$ cat src/rtl/seq_div_pkg.sv
// Shared constants for the sequential restoring divider: FSM encoding and
// the iteration-counter width helper.
package seq_div_pkg;

    localparam logic [1:0] ST_IDLE = 2'd0;
    localparam logic [1:0] ST_RUN  = 2'd1;
    localparam logic [1:0] ST_DONE = 2'd2;

    // Counter holds N-1 down to 0, so $clog2(N) bits suffice for N >= 2.
    function automatic int cnt_width(input int n);
        return $clog2(n);
    endfunction

endpackage

$ cat src/rtl/seq_div_rcs.sv
// Parameterised ripple-carry subtractor: d = x - y, built from full-adder
// cells with y inverted and carry-in tied high. bo=1 means the result is negative.
module rcs_ #(
    parameter int W = 5
) (
    input  logic [W-1:0] x,
    input  logic [W-1:0] y,
    output logic [W-1:0] d,
    output logic         bo
);

    logic [W:0]   c;
    logic [W-1:0] y_n;

    assign c[0] = 1'b1;
    assign y_n  = ~y;

    for (genvar i = 0; i < W; i++) begin : g_fa
        assign d[i]   = x[i] ^ y_n[i] ^ c[i];
        assign c[i+1] = (x[i] & y_n[i]) | (c[i] & (x[i] ^ y_n[i]));
    end

    // A missing final carry is a borrow out of the top bit.
    assign bo = ~c[W];

endmodule

$ cat src/rtl/seq_div.sv
// Multi-cycle unsigned restoring divider: one quotient bit per clock, with a
// registered done pulse carrying q, r and the divide-by-zero flag.
module seq_div
    import seq_div_pkg::*;
#(
    parameter int N = 4
) (
    input  logic         clk,
    input  logic         rst,
    input  logic         start,
    input  logic [N-1:0] a,
    input  logic [N-1:0] b,
    output logic         busy,
    output logic         done,
    output logic [N-1:0] q,
    output logic [N-1:0] r,
    output logic         dz
);

    localparam int CW = cnt_width(N);

    logic [1:0]    state_q, state_d;
    logic [N-1:0]  dvd_q, dvd_d;
    logic [N-1:0]  dvs_q, dvs_d;
    logic [N:0]    pr_q, pr_d;
    logic [N-1:0]  quo_q, quo_d;
    logic [CW-1:0] cnt_q, cnt_d;
    logic [N-1:0]  q_q, q_d;
    logic [N-1:0]  r_q, r_d;
    logic          dz_q, dz_d;
    logic          done_q, done_d;

    logic [N:0]    trial;
    logic [N:0]    sub_d;
    logic          sub_bo;
    logic          pr_msb_unused;

    // The restored remainder is always below the divisor, so PR's top bit stays 0.
    assign pr_msb_unused = pr_q[N];
    assign trial         = {pr_q[N-1:0], dvd_q[N-1]};

    rcs_ #(.W(N + 1)) u_rcs (
        .x  (trial),
        .y  ({1'b0, dvs_q}),
        .d  (sub_d),
        .bo (sub_bo)
    );

    always_comb begin
        state_d = state_q;
        dvd_d   = dvd_q;
        dvs_d   = dvs_q;
        pr_d    = pr_q;
        quo_d   = quo_q;
        cnt_d   = cnt_q;
        q_d     = q_q;
        r_d     = r_q;
        dz_d    = dz_q;
        done_d  = 1'b0;
        case (state_q)
            ST_IDLE: begin
                // done_q marks the result cycle; a start there waits a cycle.
                if (start && !done_q) begin
                    dvd_d = a;
                    dvs_d = b;
                    if (b == '0) begin
                        state_d = ST_DONE;
                    end else begin
                        pr_d    = '0;
                        quo_d   = '0;
                        cnt_d   = CW'(N - 1);
                        state_d = ST_RUN;
                    end
                end
            end
            ST_RUN: begin
                pr_d  = sub_bo ? trial : sub_d;
                dvd_d = {dvd_q[N-2:0], 1'b0};
                quo_d = {quo_q[N-2:0], ~sub_bo};
                if (cnt_q == '0) begin
                    state_d = ST_DONE;
                end else begin
                    cnt_d = cnt_q - CW'(1);
                end
            end
            ST_DONE: begin
                done_d  = 1'b1;
                state_d = ST_IDLE;
                if (dvs_q == '0) begin
                    q_d  = '1;
                    r_d  = dvd_q;
                    dz_d = 1'b1;
                end else begin
                    q_d  = quo_q;
                    r_d  = pr_q[N-1:0];
                    dz_d = 1'b0;
                end
            end
            default: state_d = ST_IDLE;
        endcase
    end

    always_ff @(posedge clk) begin
        if (rst) begin
            state_q <= ST_IDLE;
            dvd_q   <= '0;
            dvs_q   <= '0;
            pr_q    <= '0;
            quo_q   <= '0;
            cnt_q   <= '0;
            q_q     <= '0;
            r_q     <= '0;
            dz_q    <= 1'b0;
            done_q  <= 1'b0;
        end else begin
            state_q <= state_d;
            dvd_q   <= dvd_d;
            dvs_q   <= dvs_d;
            pr_q    <= pr_d;
            quo_q   <= quo_d;
            cnt_q   <= cnt_d;
            q_q     <= q_d;
            r_q     <= r_d;
            dz_q    <= dz_d;
            done_q  <= done_d;
        end
    end

    assign busy = (state_q == ST_RUN);
    assign done = done_q;
    assign q    = q_q;
    assign r    = r_q;
    assign dz   = dz_q;

endmodule

$ cat config.mk
export PLATFORM = sky130hd
export DESIGN_NAME = seq_div
export DESIGN_NICKNAME = d
export VERILOG_FILES = /design/src/rtl/seq_div_pkg.sv /design/src/rtl/seq_div_rcs.sv /design/src/rtl/seq_div.sv
export SDC_FILE = /design/constraint.sdc
export NUM_CORES = 1
export LEC_CHECK = 0
export CELL_PAD_IN_SITES_DETAIL_PLACEMENT = 0
export CELL_PAD_IN_SITES_GLOBAL_PLACEMENT = 2
export CORE_UTILIZATION = 34
export CTS_CLUSTER_SIZE = 8
export DETAILED_ROUTE_END_ITERATION = 12
export PLACE_DENSITY_LB_ADDON = 0.1
export SYNTH_ARGS = -nofsm -noshare
export SYNTH_HDL_FRONTEND = slang
export SYNTH_SLANG_ARGS = --single-unit
$ cat constraint.sdc
create_clock -name clk -period 4.85 [get_ports clk]
set_clock_uncertainty 0.2 [all_clocks]
set_input_delay 0.97 -clock clk [delete_from_list [all_inputs] [get_ports clk]]
set_output_delay 0.97 -clock clk [all_outputs]
set_load 0.02 [all_outputs]
; Word-level counts from Yosys, hierarchy flattened
; Index checks and enable logic that the tools add are counted.
[totals]
input_bits = 11
ff_bits = 30
output_inout_bits = 11
[classes]
addsub = 1
n_bitwise = 24
reduce_logical = 12
n_mux = 21
eq_ne = 6
[op_table]
columns = operator, count
row1 = $mux 4, 8
row2 = $pmux 4 s2, 3
row3 = $mux 2, 6
row4 = $and 1x1->1, 9
row5 = $logic_not 4->1, 2
row6 = $pmux 2 s2, 2
row7 = $xor 1x1->1, 8
row8 = $ne 2x2->1 const B, 3
row9 = $reduce_and 2->1, 3
row10 = $not 4->5, 1
row11 = $or 1x1->1, 5
row12 = $logic_not 2->1, 2
row13 = $reduce_and 4->1, 1
row14 = $reduce_and 3->1, 1
row15 = $eq 2x1->1 const B, 1
row16 = $eq 2x2->1 const B, 1
row17 = $mux 1, 2
row18 = $ne 2x1->1 const B, 1
row19 = $reduce_bool 2->1, 1
row20 = $sub 2x1->2 const B, 1
row21 = $logic_and 1x1->1, 1
row22 = $logic_not 1->1, 1
row23 = $not 1->1, 1

; Depth between registers and ports, before layout
[depth]
word_depth = 13
depth_mapped = 12
depth_no_buf = 11

; By module
; A second synthesis with hierarchy kept.
[hier_totals]
cells_unflattened = 151
area_unflattened_um2 = 1398.8
[by_module_without_submodules]
columns = module, seq_area_each_um2, area_each_um2, cells_per_inst, instances
row1 = seq_div, 600.6, 1265.0, 135, 1
row2 = rcs_, 0.0, 133.9, 16, 1

; Worst setup path before layout
; OpenSTA, ideal clock, no wires.
[synth_timing]
path_type = reg2reg
startpoint = register dvs_q[0]
endpoint = register pr_q[1]
setup_ns = 0.132
required_ns = 4.518
arrival_time_ns = 2.029
synth_period_minus_slack_ns = 2.361
slack_ns = 2.489
stages_incl_launch_ff = 12
n_path_buf = 1
path_cell_list = dfxtp_1 > ha_1 > inv_1 > fa_1 > inv_1 > fa_1 > inv_1 > fa_1 > buf_1 > o21a_1 > o21ai_0 > a21oi_1
[synth_via]
elab_chain_len = 13
[synth_lines]
columns = element, line_no
row1 = start: declaration, seq_div.sv:24  ; logic [N-1:0] dvs_q, dvs_d;
row2 = start signal: assignment, seq_div.sv:118  ; dvs_q <= dvs_d;
row3 = $not 4->5 *, seq_div_rcs.sv:16  ; assign y_n = ~y;
row4 = $and 1x1->1 / $xor 1x1->1 (equally long branches), seq_div_rcs.sv:20  ; assign c[i+1] = (x[i] & y_n[i]) | (c[i] & (x[i] ^ y_n[i]));
row5 = $or 1x1->1 *, seq_div_rcs.sv:20
row6 = $and 1x1->1, seq_div_rcs.sv:20
row7 = $or 1x1->1, seq_div_rcs.sv:20
row8 = $and 1x1->1, seq_div_rcs.sv:20
row9 = $or 1x1->1, seq_div_rcs.sv:20
row10 = $and 1x1->1, seq_div_rcs.sv:20
row11 = $or 1x1->1, seq_div_rcs.sv:20
row12 = $and 1x1->1, seq_div_rcs.sv:20
row13 = $or 1x1->1, seq_div_rcs.sv:20
row14 = $mux 4 *, seq_div.sv:77  ; pr_d = sub_bo ? trial : sub_d;
row15 = $pmux 4 s2 *, seq_div.sv:60  ; case (state_q)
row16 = end signal: assignment, seq_div.sv:119  ; pr_q <= pr_d;
row17 = end: declaration, seq_div.sv:25  ; logic [N:0] pr_q, pr_d;
; Mark *: on every way between the ends. The rest lies on a longest branch, timed or not.
; A chain may end at the register's enable or synchronous reset.

; Worst setup path in the final report
[layout_timing]
startpoint = register state_q[1]
endpoint = output busy
[layout_via]
elab_chain_len = 1
[layout_lines]
columns = element, line_no
row1 = start: declaration, seq_div.sv:22  ; logic [1:0] state_q, state_d;
row2 = start signal: assignment, seq_div.sv:116  ; state_q <= state_d;
row3 = $eq 2x1->1, seq_div.sv:129  ; assign busy = (state_q == ST_RUN);
row4 = end: declaration, seq_div.sv:13  ; output logic busy,
; No other way between the ends.

==> impl_metrics.py <==
metrics = {
    "layout": {
        "synthToLayoutAreaGrowth_pct": 22.19,
        "nets": 189,
        "instances_no_fill": 224,
        "antenna_cells_inserted": 0,
        "final_layout_size_suffix_gt1_share_pct": 8.046,
        "n_fill_cell": 398,
        "final_area_sq_mm": 0.001729,
        "final_util_pct": 43.23,
    },
    "power_and_ir_drop": {
        "final_power_uw": 631.9,
        "p_per_area_mw_per_mm2": 365.4,
        "peakVddDrop_v": 0.0001985,
        "power.static_leakage_nw": 0.6071,
    },
    "synth": {
        "synth-async-reset-ratio_pct": 0,
        "syn_avg_cell_area_sq_um": 9.130,
        "syn_inst": 155,
        "postSynthRegisterBits": 30,
        "synthFlopType": "sky130_fd_sc_hd__dfxtp_1",
        "syn-num-nets": 171,
        "edff_count_synth": 0,
        "synthMuxAreaShare_pct": 2.829,
        "synth_simple_gate_area_share_pct": 21.04,
        "synth-adder-area-share_pct": 6.012,
        "netlist_area_sq_mm": 0.001415,
        "yosysSeqAreaShare_pct": 42.44,
        "largest_family_of_logic_cells_by_synthesized_area": "simple AND/OR/NAND/NOR gates",
        "yosysWarningCount": 0,
        "synth_xor_area_share_pct": 0,
        "synth_cell_type_count": 37,
        "synth-compound-area-share_pct": 20.95,
    },
    "detailed_routing": {
        "drt_pre_antenna_iters": 4,
        "post_drt_via_cell_ratio": 5.165,
        "drt-wirelength-per-cell_microns": 13.22,
        "highest_routed_layer": "met4",
        "detailroute.via_count": 1157,
        "drt-initial-drc-count": 32,
        "met1_length_microns": 1366,
        "wl_met3_microns": 148,
        "antenna_nets_post_route": 0,
        "drt_wl_total_microns": 2961,
        "detailroute.wirelength.met2_microns": 1387,
        "drc": 0,
    },
    "sta": {
        "period_share_pct": 69.67,
        "report.final.setup_viol": 0,
        "rsz0062_at_grt": "no",
        "maxSlewHeadroom_pct": 22.67,
        "slack_of_the_critical_path_ns": 1.471,
        "worst_max_slew_pin_slew_ns": 1.156,
        "timing.fmax_mhz": 296.0,
        "hold_viol": 0,
        "post-route-min-period_ns": 3.379,
        "maxSlewViolCount": 0,
        "setup_total_negative_slack_ns": 0,
        "whs_ns": 0.2453,
    },
    "floorplanning": {
        "placeableCoreArea_sq_mm": 0.004000,
        "die_y_microns": 66.52,
        "fp-row-count": 23,
        "initial_utilization_pct": 35.38,
        "dieArea_sq_mm": 0.004424,
        "design.portCount": 22,
        "chipWidth_microns": 66.52,
    },
    "worst_setup_path": {
        "critPathArrivalTime_ns": 2.21,
        "critPathCaptureType": "output port",
        "worstPathRequired_ns": 3.68,
        "startpoint_type": "register",
        "crit_path_max_fanout": 13,
        "criticalPathCategory": "register to output port",
    },
    "job": {
        "max_cap_viol_count": 0,
    },
    "clocking": {
        "hold_buffers": 0,
        "tritoncts": "built",
        "cts_setup_buffers": 0,
        "ctsResizeCount": 0,
        "clock_sink_count": 30,
        "htree_num_levels": 2,
        "cts.reportedPaths.clkPinSlew_ns": 0.06,
        "clock_tree.root_cell": "sky130_fd_sc_hd__clkbuf_8",
        "cts_buf_count": 5,
        "ctsLongestPathBuffers": 2,
        "clkLatencyLatePin_ns": 0.28,
    },
    "global_routing": {
        "grt_pass1_vias": 1041,
        "globalRouteTotalUtil_pct": 15.65,
        "global_route_overflow": 0,
        "first_pass_grt_wire_length_microns": 4988,
        "grt_max_degree": 33,
        "antenna_found_initial": 0,
    },
    "status": {
        "run_status": "completed",
    },
    "worst_hold_path": {
        "worst_hold_path_type": "register to register",
    },
    "place": {
        "dp.cells": 216,
        "dp.final_hpwl_microns": 2090,
        "portBuffers": 21,
        "placed_cell_area_sq_mm": 0.001634,
        "pre_cts_ws_ns": 1.796,
        "gp_routability_congestion": 0.7562,
    },
}
synthesized netlist by cell type, types with 3 or more instances:
library cell               count  area, sq um
sky130_fd_sc_hd__a22oi_1       4        30.03
sky130_fd_sc_hd__inv_1        11        41.29
sky130_fd_sc_hd__nand3_1       4        20.02
sky130_fd_sc_hd__a211oi_1      4        30.03
sky130_fd_sc_hd__fa_1          3        60.06
sky130_fd_sc_hd__nor3_1        8        40.04
sky130_fd_sc_hd__nor3b_1       3        22.52
sky130_fd_sc_hd__nand2b_1      4        25.02
sky130_fd_sc_hd__nor2_1       13        48.80
sky130_fd_sc_hd__mux2i_1       4        40.04
sky130_fd_sc_hd__o211ai_1      5        37.54
sky130_fd_sc_hd__a21oi_1      15        75.07
sky130_fd_sc_hd__dfxtp_1      30        600.6
sky130_fd_sc_hd__nand2_1      11        41.29
sky130_fd_sc_hd__o21ai_0       5        25.02
sky130_fd_sc_hd__clkbuf_1      6        22.52
cell type report:
| class | instances | area (sq um) | share of cell area [%] |
|---|---|---|---|
| multi-input cells | 104 | 719.4 | 41.61 |
| flip-flops and latches | 30 | 600.6 | 34.73 |
| repair buffers | 21 | 210.2 | 12.16 |
| clock buffers | 6 | 82.58 | 4.776 |
| well taps | 50 | 62.56 | 3.618 |
| inverters | 11 | 41.29 | 2.388 |
| clock inverters | 2 | 12.51 | 0.7236 |
power breakdown:
| part | internal [mW] | switching (mW) |
|---|---|---|
| combinational | 0.0628 | 0.0752 |
| clock | 0.114 | 0.0943 |
| sequential | 0.266 | 0.0193 |
placed cells by master, fill, tap and decap left out, types with 2 or more instances in the layout:
cell	instances
sky130_fd_sc_hd__o21a_1	2
sky130_fd_sc_hd__mux2i_1	4
sky130_fd_sc_hd__nor2_1	13
sky130_fd_sc_hd__o311ai_0	2
sky130_fd_sc_hd__nand3_1	4
sky130_fd_sc_hd__a21oi_1	15
sky130_fd_sc_hd__o21ai_0	5
sky130_fd_sc_hd__a211oi_1	4
sky130_fd_sc_hd__inv_1	11
sky130_fd_sc_hd__ha_1	2
sky130_fd_sc_hd__dfxtp_1	30
sky130_fd_sc_hd__clkbuf_8	6
sky130_fd_sc_hd__nand2b_1	4
sky130_fd_sc_hd__clkdlybuf4s50_1	21
sky130_fd_sc_hd__nor3_1	8
sky130_fd_sc_hd__o211ai_1	5
sky130_fd_sc_hd__a22oi_1	4
sky130_fd_sc_hd__nor3b_1	3
sky130_fd_sc_hd__nand2_1	11
sky130_fd_sc_hd__fa_1	3
state kept, by name, summed over array words and instances, names as in the netlist:
name / cells
dvd_q: 4
dvs_q: 4
quo_q: 4
cnt_q: 2
dz: 1
done: 1
q: 4
r: 4
state_q: 2
pr_q: 4
worst max-delay path, cell delays in order, from the launching register on:
cell and delay (ns):
sky130_fd_sc_hd__dfxtp_1 0.47, sky130_fd_sc_hd__nand2b_1 0.50, sky130_fd_sc_hd__inv_1 0.33, sky130_fd_sc_hd__clkdlybuf4s50_1 0.62
metal layers:
metal,up-vias,track usage [%]
met5,-,0
li1,588,-
met1,530,19.23
met4,0,7.181
met3,5,5.137
met2,34,24.62
worst paths after layout:
kind               to  slack [ns]        from  depth (start not counted)
max              busy        1.47  state_q[1]                          3
min          cnt_q[0]        0.25    cnt_q[0]                          1
max reg2reg   pr_q[2]        2.27    dvs_q[0]                          9
min reg2reg  cnt_q[0]        0.25    cnt_q[0]                          1
cells by family after synthesis:
family          after synthesis
simple gates                 51
compound gates               44
flops                        30
fa+ha+maj                     5
buf+inv                      21
mux                           4
No activity file was read; power rests on OpenSTA's default activity.
